===== src/rtl/mem_arbiter.sv =====
// Memory-side arbiter: serves icache and dcache requests on one single-ported RAM,
// with bounded data-over-instruction priority, a RAM timeout and error reporting.
module mem_arbiter #(
    parameter int unsigned MAX_DSTREAK = 4,
    parameter int unsigned TIMEOUT_CYC = 64,
    parameter logic [31:0] ERR_WORD    = 32'hBAD1BAD1
) (
    input  logic        CLK,
    input  logic        nRST,
    // icache side
    input  logic        iREN,
    input  logic [31:0] iaddr,
    output logic        iwait,
    output logic [31:0] iload,
    // dcache side
    input  logic        dREN,
    input  logic        dWEN,
    input  logic [31:0] daddr,
    input  logic [31:0] dstore,
    output logic        dwait,
    output logic [31:0] dload,
    // RAM side
    output logic        ramREN,
    output logic        ramWEN,
    output logic [31:0] ramaddr,
    output logic [31:0] ramstore,
    input  logic [31:0] ramload,
    input  logic [1:0]  ramstate,
    output logic        mem_err
);

    localparam int unsigned STRK_W = $clog2(MAX_DSTREAK + 1);
    localparam int unsigned TMO_W  = (TIMEOUT_CYC > 2) ? $clog2(TIMEOUT_CYC) : 1;

    localparam logic [1:0] RS_ACCESS = 2'd2;
    localparam logic [1:0] RS_ERROR  = 2'd3;

    typedef enum logic [1:0] {
        IDLE   = 2'd0,
        ISERV  = 2'd1,
        DREAD  = 2'd2,
        DWRITE = 2'd3
    } state_t;

    state_t              r_state;
    logic [STRK_W-1:0]   r_streak;
    logic [TMO_W-1:0]    r_tmo;
    logic                r_ramREN;
    logic                r_ramWEN;
    logic [31:0]         r_ramaddr;
    logic [31:0]         r_ramstore;
    logic [31:0]         r_iload;
    logic [31:0]         r_dload;
    logic                r_mem_err;

    logic                w_serv;
    logic                w_access;
    logic                w_error;
    logic                w_tmo;
    logic                w_done;
    logic                w_fail;
    logic                w_dreq;
    logic                w_streak_max;
    logic                w_igrant;
    logic                w_dgrant;
    logic [STRK_W-1:0]   w_streak_inc;

    assign w_serv       = (r_state != IDLE);
    assign w_access     = (ramstate == RS_ACCESS);
    assign w_error      = (ramstate == RS_ERROR);
    assign w_tmo        = (r_tmo == TMO_W'(TIMEOUT_CYC - 1));
    assign w_done       = w_serv && (w_access || w_error || w_tmo);
    // A completion that did not see ACCESS is an error completion.
    assign w_fail       = w_done && !w_access;

    // Instruction port wins only when data is idle or the data streak is exhausted.
    assign w_dreq       = dREN || dWEN;
    assign w_streak_max = (r_streak == STRK_W'(MAX_DSTREAK));
    assign w_igrant     = iREN && (!w_dreq || w_streak_max);
    assign w_dgrant     = w_dreq && !w_igrant;
    assign w_streak_inc = w_streak_max ? r_streak : r_streak + STRK_W'(1);

    assign iwait    = !((r_state == ISERV) && w_done);
    assign dwait    = !(((r_state == DREAD) || (r_state == DWRITE)) && w_done);
    assign iload    = r_iload;
    assign dload    = r_dload;
    assign ramREN   = r_ramREN;
    assign ramWEN   = r_ramWEN;
    assign ramaddr  = r_ramaddr;
    assign ramstore = r_ramstore;
    assign mem_err  = r_mem_err;

    always_ff @(posedge CLK or negedge nRST) begin
        if (!nRST) begin
            r_state    <= IDLE;
            r_streak   <= '0;
            r_tmo      <= '0;
            r_ramREN   <= 1'b0;
            r_ramWEN   <= 1'b0;
            r_ramaddr  <= '0;
            r_ramstore <= '0;
            r_iload    <= '0;
            r_dload    <= '0;
            r_mem_err  <= 1'b0;
        end else begin
            r_mem_err <= w_fail;
            case (r_state)
                IDLE: begin
                    r_tmo <= '0;
                    if (w_igrant) begin
                        r_state    <= ISERV;
                        r_ramREN   <= 1'b1;
                        r_ramWEN   <= 1'b0;
                        r_ramaddr  <= iaddr;
                        r_ramstore <= '0;
                        r_streak   <= '0;
                    end else if (w_dgrant) begin
                        r_ramaddr <= daddr;
                        r_streak  <= iREN ? w_streak_inc : '0;
                        if (dWEN) begin
                            r_state    <= DWRITE;
                            r_ramREN   <= 1'b0;
                            r_ramWEN   <= 1'b1;
                            r_ramstore <= dstore;
                        end else begin
                            r_state    <= DREAD;
                            r_ramREN   <= 1'b1;
                            r_ramWEN   <= 1'b0;
                            r_ramstore <= '0;
                        end
                    end else if (!iREN) begin
                        r_streak <= '0;
                    end
                end
                default: begin
                    // Service: strobes and address hold until a completion condition.
                    if (w_done) begin
                        r_state    <= IDLE;
                        r_tmo      <= '0;
                        r_ramREN   <= 1'b0;
                        r_ramWEN   <= 1'b0;
                        r_ramaddr  <= '0;
                        r_ramstore <= '0;
                        if (r_state == ISERV) begin
                            r_iload <= w_access ? ramload : ERR_WORD;
                        end
                        if (r_state == DREAD) begin
                            r_dload <= w_access ? ramload : ERR_WORD;
                        end
                    end else begin
                        r_tmo <= r_tmo + TMO_W'(1);
                    end
                end
            endcase
        end
    end

endmodule


===== config.mk =====
export PLATFORM = sky130hd
export DESIGN_NAME = mem_arbiter
export DESIGN_NICKNAME = d
export VERILOG_FILES = /design/src/rtl/mem_arbiter.sv
export SDC_FILE = /design/constraint.sdc
export NUM_CORES = 1
export LEC_CHECK = 0
export CAP_MARGIN = 20
export CORE_ASPECT_RATIO = 0.6
export CORE_MARGIN = 2
export CORE_UTILIZATION = 39
export DETAILED_ROUTE_END_ITERATION = 8
export PLACE_DENSITY_LB_ADDON = 0.25
export SYNTH_ARGS = -nofsm -noshare
export SYNTH_HDL_FRONTEND = slang
export SYNTH_SLANG_ARGS = --single-unit

===== constraint.sdc =====
create_clock -name CLK -period 1.8 [get_ports CLK]
set_clock_uncertainty 0.1 [all_clocks]
set_input_delay 0.36 -clock CLK [delete_from_list [all_inputs] [get_ports CLK]]
set_output_delay 0.36 -clock CLK [all_outputs]
set_load 0.1 [all_outputs]

==> impl_results.md, run 1 <==
- Vias in the first global route: 6703
- CTS Buf Count: 17
- Leading post-synthesis cells by cell area: dfrtp_1 55%, nand4_1 6.3%, o32a_1 5.6%, o21ai_0 5.3%, a32o_1 4.3%
- Share of layout cells above drive strength 1: 0.287
- Maximum buffer depth of the clock tree: 2
- Reg area: ~0.0036 sq mm
- Final hold slack: roughly 0.33 ns
- 1st-iter DRT viols: approximately 800
- Final cycle utilization of the critical path: 1.16
- Max_cap viols: 0
- Post-synthesis compound-gate area fraction: 0.283
- Post-Synth Simple-Gate Area: 0.0951
- Routability cong.: 0.827
- Max FO, Critical Path: 2
- Via count: roughly 6600
- Reg clk slew, reported paths: roughly 0.07 ns
- Area of the multi-input gates: 0.00261 sq mm
- Initial antenna violation count: 0
- Final hold vios: 0
- Register bit total from synthesis: approximately 140
- Fmax: approximately 480 MHz
- First-pass GRT wire length: 38.0 mm
- Relative slew margins: 0.679
- Vias per cell: 6.18
- Syn Inst Count: 580
- CTS tree: built
- Final Util: 0.728
- Starting Density: 0.399
- Largest net degree at the start of global routing: 54
- Worst skew pair latency: 0.40 ns
- Post-route ant nets: 0
- Sum Neg Setup Slack: -0.575 ns
- Post-Route WL: about 24 mm
- Setup-failing EPs final: 2
- Min-delay worst type: in2async
- Die W: approximately 170 um
- Core ar.: between 0.015 and 0.02 sq mm
- Final min period: ~2.1 ns
- RR Startpoint: r_tmo[0]$_DFF_PN0_
- Leading area contributor after synthesis: dfrtp_1
- RSZ-0062 raised after global routing: yes
- Xor/xnor share of the synthesized area: 0.00406
- Adder-cell share of the synthesized area: 0.00580
- Synthesized Nets: 718
- Setup WS pre-CTS: -0.303 ns
- Syn_area_per_cell: 11.2 sq um
- TritonRoute pass-1 iters: 5
- Status: finished with violations
- Slowest stage cell, crit path: dfrtp_1
- # diodes: 0
- Req. time, crit path: ~1.3 ns
- Reg2Reg Setup Slack: roughly 0.01 ns
- # rows: 36
- Fillers: 1064
- Dpl hpwl: 16.4 mm
- Drt wl/cell: 22.3 um
- CP max stage delay: between 0.3 and 0.4 ns
- Largest family of logic cells by synthesized area: compound AO/OA/AOI/OAI gates
- Startpoint type of the worst setup path: register
- R2R depth: 6
- Arr. time, crit path: 1.63 ns
- Gr ovfl total: 0
- Drt drc: 0
- Htree depth: 4
- Sequential share of the synthesized area: 0.549
- I/O pins: around 270
- Synth top area share: 0.549
- Die area: approximately 0.018 sq mm
- Clock sinks: about 140
- Global Route Usage Sum: 0.271
- P&R area growth vs syn: 82.4%
- Reg-to-reg endpoint: iload[19]$_DFFE_PN0P_
- Port bufs: 267
- Crit. End Element: output port
- Crit path cell chain: ha_2, and4_4, a21o_4, nand2_4, buf_12
- # nets final: between 900 and 1000
- Violations in the final reports: negative setup slack
- Ys Warns: 0
- Mapped cell area: between 0.006 and 0.007 sq mm
- Slew Viols, Final: 0
- Die H: 104 um
- Worst Tran Pin Value: 0.481 ns
- Root Buffer: clkbuf_16
- Setup ws final: -0.288 ns
- Multiplexer area fraction after synthesis: 0
- CP Class: reg2out
- Yosys cell types: 35
routing by layer:
| layer | global-route usage | up-vias | part of all wire |
|---|---|---|---|
| met5 | 0 | - | 0 |
| met3 | 0.0822 | 39 | 0.089 |
| li1 | - | 2864 | - |
| met4 | 0.0739 | 0 | 0.017 |
| met2 | 0.425 | 349 | 0.48 |
| met1 | 0.365 | 3341 | 0.41 |
how the worst max path moves through the flow:
stage,startpoint,to,cells after the start
after floorplan,r_tmo[0]$_DFF_PN0_,iload[13]$_DFFE_PN0P_,7
after global placement,iREN,ramaddr[30]$_DFFE_PN0P_,7
after detailed placement,ramstate[1],iload[19]$_DFFE_PN0P_,4
after CTS,r_tmo[0]$_DFF_PN0_,iwait,5
after global routing,r_tmo[0]$_DFF_PN0_,iwait,5
final,r_tmo[0]$_DFF_PN0_,iwait,5
cell families after synthesis:
family                   count (synthesis)
AND/OR/NAND/NOR                        106
adder cells (fa/ha/maj)                  3
AO/OA/AOI/OAI                          244
buffers and inverters                   82
XOR/XNOR                                 3
flip-flops                             142
state kept, by name (all words and copies together), names as in the netlist:
signal,flops
ramREN,1
r_state,2
ramstore,32
mem_err,1
r_streak,3
ramWEN,1
dload,32
ramaddr,32
r_tmo,6
iload,32
timing repair:
action / 4_1_cts / 5_1_grt
endpoints found under the setup margin: 20 / 46
cloned: 0 / 3
hold buffers: 1 / 0
pin swaps: 2 / 9
setup buffers: 2 / 3
hold endpoints to repair: 35 / 0
gates resized for setup: 3 / 14
area by class of cell:
class | count | area share
inverters | 3 | 0.000954
repair buffers | 323 | 0.398
well taps | 209 | 0.0222
clock inverters | 12 | 0.0178
flip-flops and latches | 142 | 0.301
multi-input cells | 358 | 0.221
clock buffers | 19 | 0.0384
stage by stage:
stage,std cells,cell area (sq um)
after floorplan,580,6500
after CTS,1062,11700
final,1066,11800
after detailed placement,1028,11000
after global routing,1066,11800
after global placement,1028,11000
worst max-delay path, delay by kind of cell, from the launching register on:
| family | cells | cell delay (ns) |
|---|---|---|
| compound gates | 1 | 0.22 |
| fa+ha+maj | 1 | 0.20 |
| buf+inv | 1 | 0.16 |
| flops | 1 | 0.39 |
| simple gates | 2 | 0.25 |
cells in the final DEF, fill, tap and decap left out, types with 2 or more instances in the layout:
cell,count
and2_1,3
and3_4,4
dfrtp_1,142
bufinv_16,5
a22o_1,2
o211ai_2,6
clkinv_4,5
o32a_1,36
buf_4,31
nand3_1,7
buf_12,154
clkbuf_16,17
ha_1,2
clkbuf_8,2
a32o_1,28
buf_6,4
nand4_1,65
inv_1,3
o211ai_1,27
xor2_1,2
nor2_1,4
a21oi_1,35
nand2_4,2
or3_1,2
clkdlybuf4s50_1,133
nand2_1,8
o2111ai_1,32
o21ai_0,69
o2bb2ai_1,2
synthesized netlist by cell type, drive strengths merged:
| cell type | n |
|---|---|
| or2 | 1 |
| xnor2 | 1 |
| nor2 | 6 |
| o31ai | 1 |
| inv | 3 |
| xor2 | 2 |
| a21o | 2 |
| and3 | 3 |
| o32a | 36 |
| or3 | 2 |
| a211o | 1 |
| a22o | 2 |
| nand2b | 1 |
| a2bb2oi | 1 |
| dfrtp | 142 |
| a21oi | 35 |
| nand4 | 65 |
| o21ai | 69 |
| nor3 | 2 |
| o2bb2ai | 4 |
| buf | 31 |
| nand3 | 8 |
| o2111ai | 32 |
| and4 | 1 |
| a32o | 28 |
| and2 | 4 |
| ha | 3 |
| clkbuf | 48 |
| nand2 | 10 |
| o211ai | 33 |
| nor2b | 3 |
Power of run 1 is not shown: default switching activity piles up to over one toggle a cycle in this logic, so the estimate is an artifact.
==> inputs of run 2 (changes only) <==
--- a/config.mk
+++ b/config.mk
@@ -5,6 +5,7 @@
 export SDC_FILE = /design/constraint.sdc
 export NUM_CORES = 1
 export LEC_CHECK = 0
+export ABC_CLOCK_PERIOD_IN_PS = 1800
 export CAP_MARGIN = 20
 export CORE_ASPECT_RATIO = 0.6
 export CORE_MARGIN = 2
==> results of run 2 <==
No change in the layout: final DEF, timing and power equal those of run 1.
Power of run 2 is left out for the same reason.
==> inputs of run 3 (changes only) <==
--- a/config.mk
+++ b/config.mk
@@ -6,10 +6,10 @@
 export NUM_CORES = 1
 export LEC_CHECK = 0
 export ABC_CLOCK_PERIOD_IN_PS = 1800
-export CAP_MARGIN = 20
 export CORE_ASPECT_RATIO = 0.6
 export CORE_MARGIN = 2
-export CORE_UTILIZATION = 39
+export CORE_UTILIZATION = 40
+export CTS_BUF_LIST = sky130_fd_sc_hd__clkbuf_4 sky130_fd_sc_hd__clkbuf_8
 export DETAILED_ROUTE_END_ITERATION = 8
 export PLACE_DENSITY_LB_ADDON = 0.25
 export SYNTH_ARGS = -nofsm -noshare
==> impl_results.md, run 3 (same netlist as run 1, synthesis figures left out) <==
- Worst skew pair latency: 0.42 ns (+0.02 ns)
- Min-delay worst type: in2async
- I/O pins: 268 (unchanged)
- Max FO, Critical Path: 2 (unchanged)
- Fmax: 470 MHz (-1.8%)
- Post-route ant nets: 0 (unchanged)
- Root Buffer: clkbuf_8
- Setup ws final: -0.326 ns (-0.0381 ns)
- Share of layout cells above drive strength 1: 0.278 (-0.00888)
- Reg-to-reg endpoint: iload[31]$_DFFE_PN0P_
- Initial antenna violation count: 0 (unchanged)
- Port bufs: 267 (unchanged)
- RR Startpoint: r_tmo[1]$_DFF_PN0_
- Gr ovfl total: 0 (unchanged)
- Reg clk slew, reported paths: 0.09 ns (+0.02 ns)
- Setup-failing EPs final: 2 (unchanged)
- Status: finished with violations
- Arr. time, crit path: 1.67 ns (+0.04 ns)
- Crit. End Element: output port
- Routability cong.: 0.804 (-2.7%)
- Relative slew margins: 0.732 (+0.0522)
- Final min period: 2.13 ns (+0.0381 ns)
- Final cycle utilization of the critical path: 1.18 (+0.0212)
- Starting Density: 0.415 (+0.0160)
- Die area: 0.0172 sq mm (-2.4%)
- RSZ-0062 raised after global routing: yes
- Vias in the first global route: 6504 (-3.0%)
- Worst Tran Pin Value: 0.402 ns (-0.0791 ns)
- Violations in the final reports: negative setup slack
- Most common cell after layout, fill and taps aside: buf_12
- CTS Buf Count: 17 (unchanged)
- Via count: 6485 (-1.6%)
- CTS tree: built
- Commonest cells after routing, fill and taps aside: 151 x buf_12, 142 x dfrtp_1, 133 x clkdlybuf4s50_1
- Clock sinks: 142 (unchanged)
- Sum Neg Setup Slack: -0.651 ns (-0.0762 ns)
- Max_cap viols: 0 (unchanged)
- Setup WS pre-CTS: -0.230 ns (+0.0727 ns)
- Final hold slack: 0.268 ns (-0.0641 ns)
- Reg2Reg Setup Slack: 0.03 ns (+0.02 ns)
- Core ar.: 0.0156 sq mm (-3.9%)
- Maximum buffer depth of the clock tree: 2 (unchanged)
- Drt wl/cell: 21.7 um (-2.4%)
- Htree depth: 4 (unchanged)
- # diodes: 0 (unchanged)
- Cells after DPL: 1018 (-0.97%)
- Fillers: 992 (-6.8%)
- P&R area growth vs syn: 76.1%
- Final hold vios: 0 (unchanged)
- CP Class: reg2out
- Dpl hpwl: 16.2 mm (-1.5%)
- Vias per cell: 6.15 (-0.61%)
- Startpoint type of the worst setup path: register
- R2R depth: 5 (-1)
- Finished Layout Cells: 1055 (-1.0%)
- Req. time, crit path: 1.34 ns (about the same)
- Drt drc: 0 (unchanged)
- First-pass GRT wire length: 36.2 mm (-4.6%)
- Slew Viols, Final: 0 (unchanged)
- 1st-iter DRT viols: 765 (-2.7%)
- TritonRoute pass-1 iters: 5 (unchanged)
- Post-Route WL: 22.9 mm (-3.4%)
- Global Route Usage Sum: 0.266 (-0.00530)
- # rows: 35 (-2.8%)
- Die W: 168 um (-1.2%)
- Die H: 103 um (-1.2%)
- Largest net degree at the start of global routing: 53 (-1.9%)
- # nets final: 977 (-0.61%)
run 3: through the flow:
step | util | instance area [sq um]
floorplan | - | 6500
global placement | 0.703 | 11000
detailed placement | 0.703 | 11000
CTS | 0.730 | 11400
global route | 0.731 | 11400
finish | 0.731 | 11400
run 3: how the worst max path moves through the flow:
stage               slack, ns  cells after the start               start                      end
floorplan              -0.004                      7  r_tmo[0]$_DFF_PN0_    iload[13]$_DFFE_PN0P_
global placement        -0.16                      6                dREN  ramaddr[29]$_DFFE_PN0P_
detailed placement      -0.23                      6                iREN   ramaddr[0]$_DFFE_PN0P_
CTS                     -0.39                      5  r_tmo[0]$_DFF_PN0_                    dwait
global route            -0.37                      5  r_tmo[1]$_DFF_PN0_                    dwait
finish                  -0.33                      5  r_tmo[1]$_DFF_PN0_                    dwait
run 3: timing repair:
item,in CTS,in global routing
resized for setup,5,4
hold buffers,1,0
setup endpoints to repair,38,17
buffers inserted,3,1
pin swaps,2,3
hold endpoints to repair,29,0
cloned,0,0
run 3: final cells by class:
cell class                 count  area (sq um)  area share
timing repair buffer         319          4620       0.406
multi-input combinational    356          2580       0.227
sequential                   142          3550       0.312
clock inverter                14           124      0.0109
tap                          203           254      0.0223
clock buffer                  18           248      0.0217
inverter                       3          11.3    0.000988
run 3: metal layers:
layer	global-route usage	part of all wire	wire length (um)	vias up
li1	-	-	-	2841
met1	0.350	0.41	9310	3239
met2	0.440	0.49	11200	365
met3	0.0695	0.089	2050	40
met4	0.0816	0.017	380	0
met5	0	0	0	-
run 3: critical path, stage by stage, from the launching register on:
cell and delay [ns]:
dfrtp_1 0.43, ha_4 0.18, and4_4 0.18, a21o_4 0.22
nand2_4 0.06, buf_12 0.17
Power of run 3 is left out for the same reason.
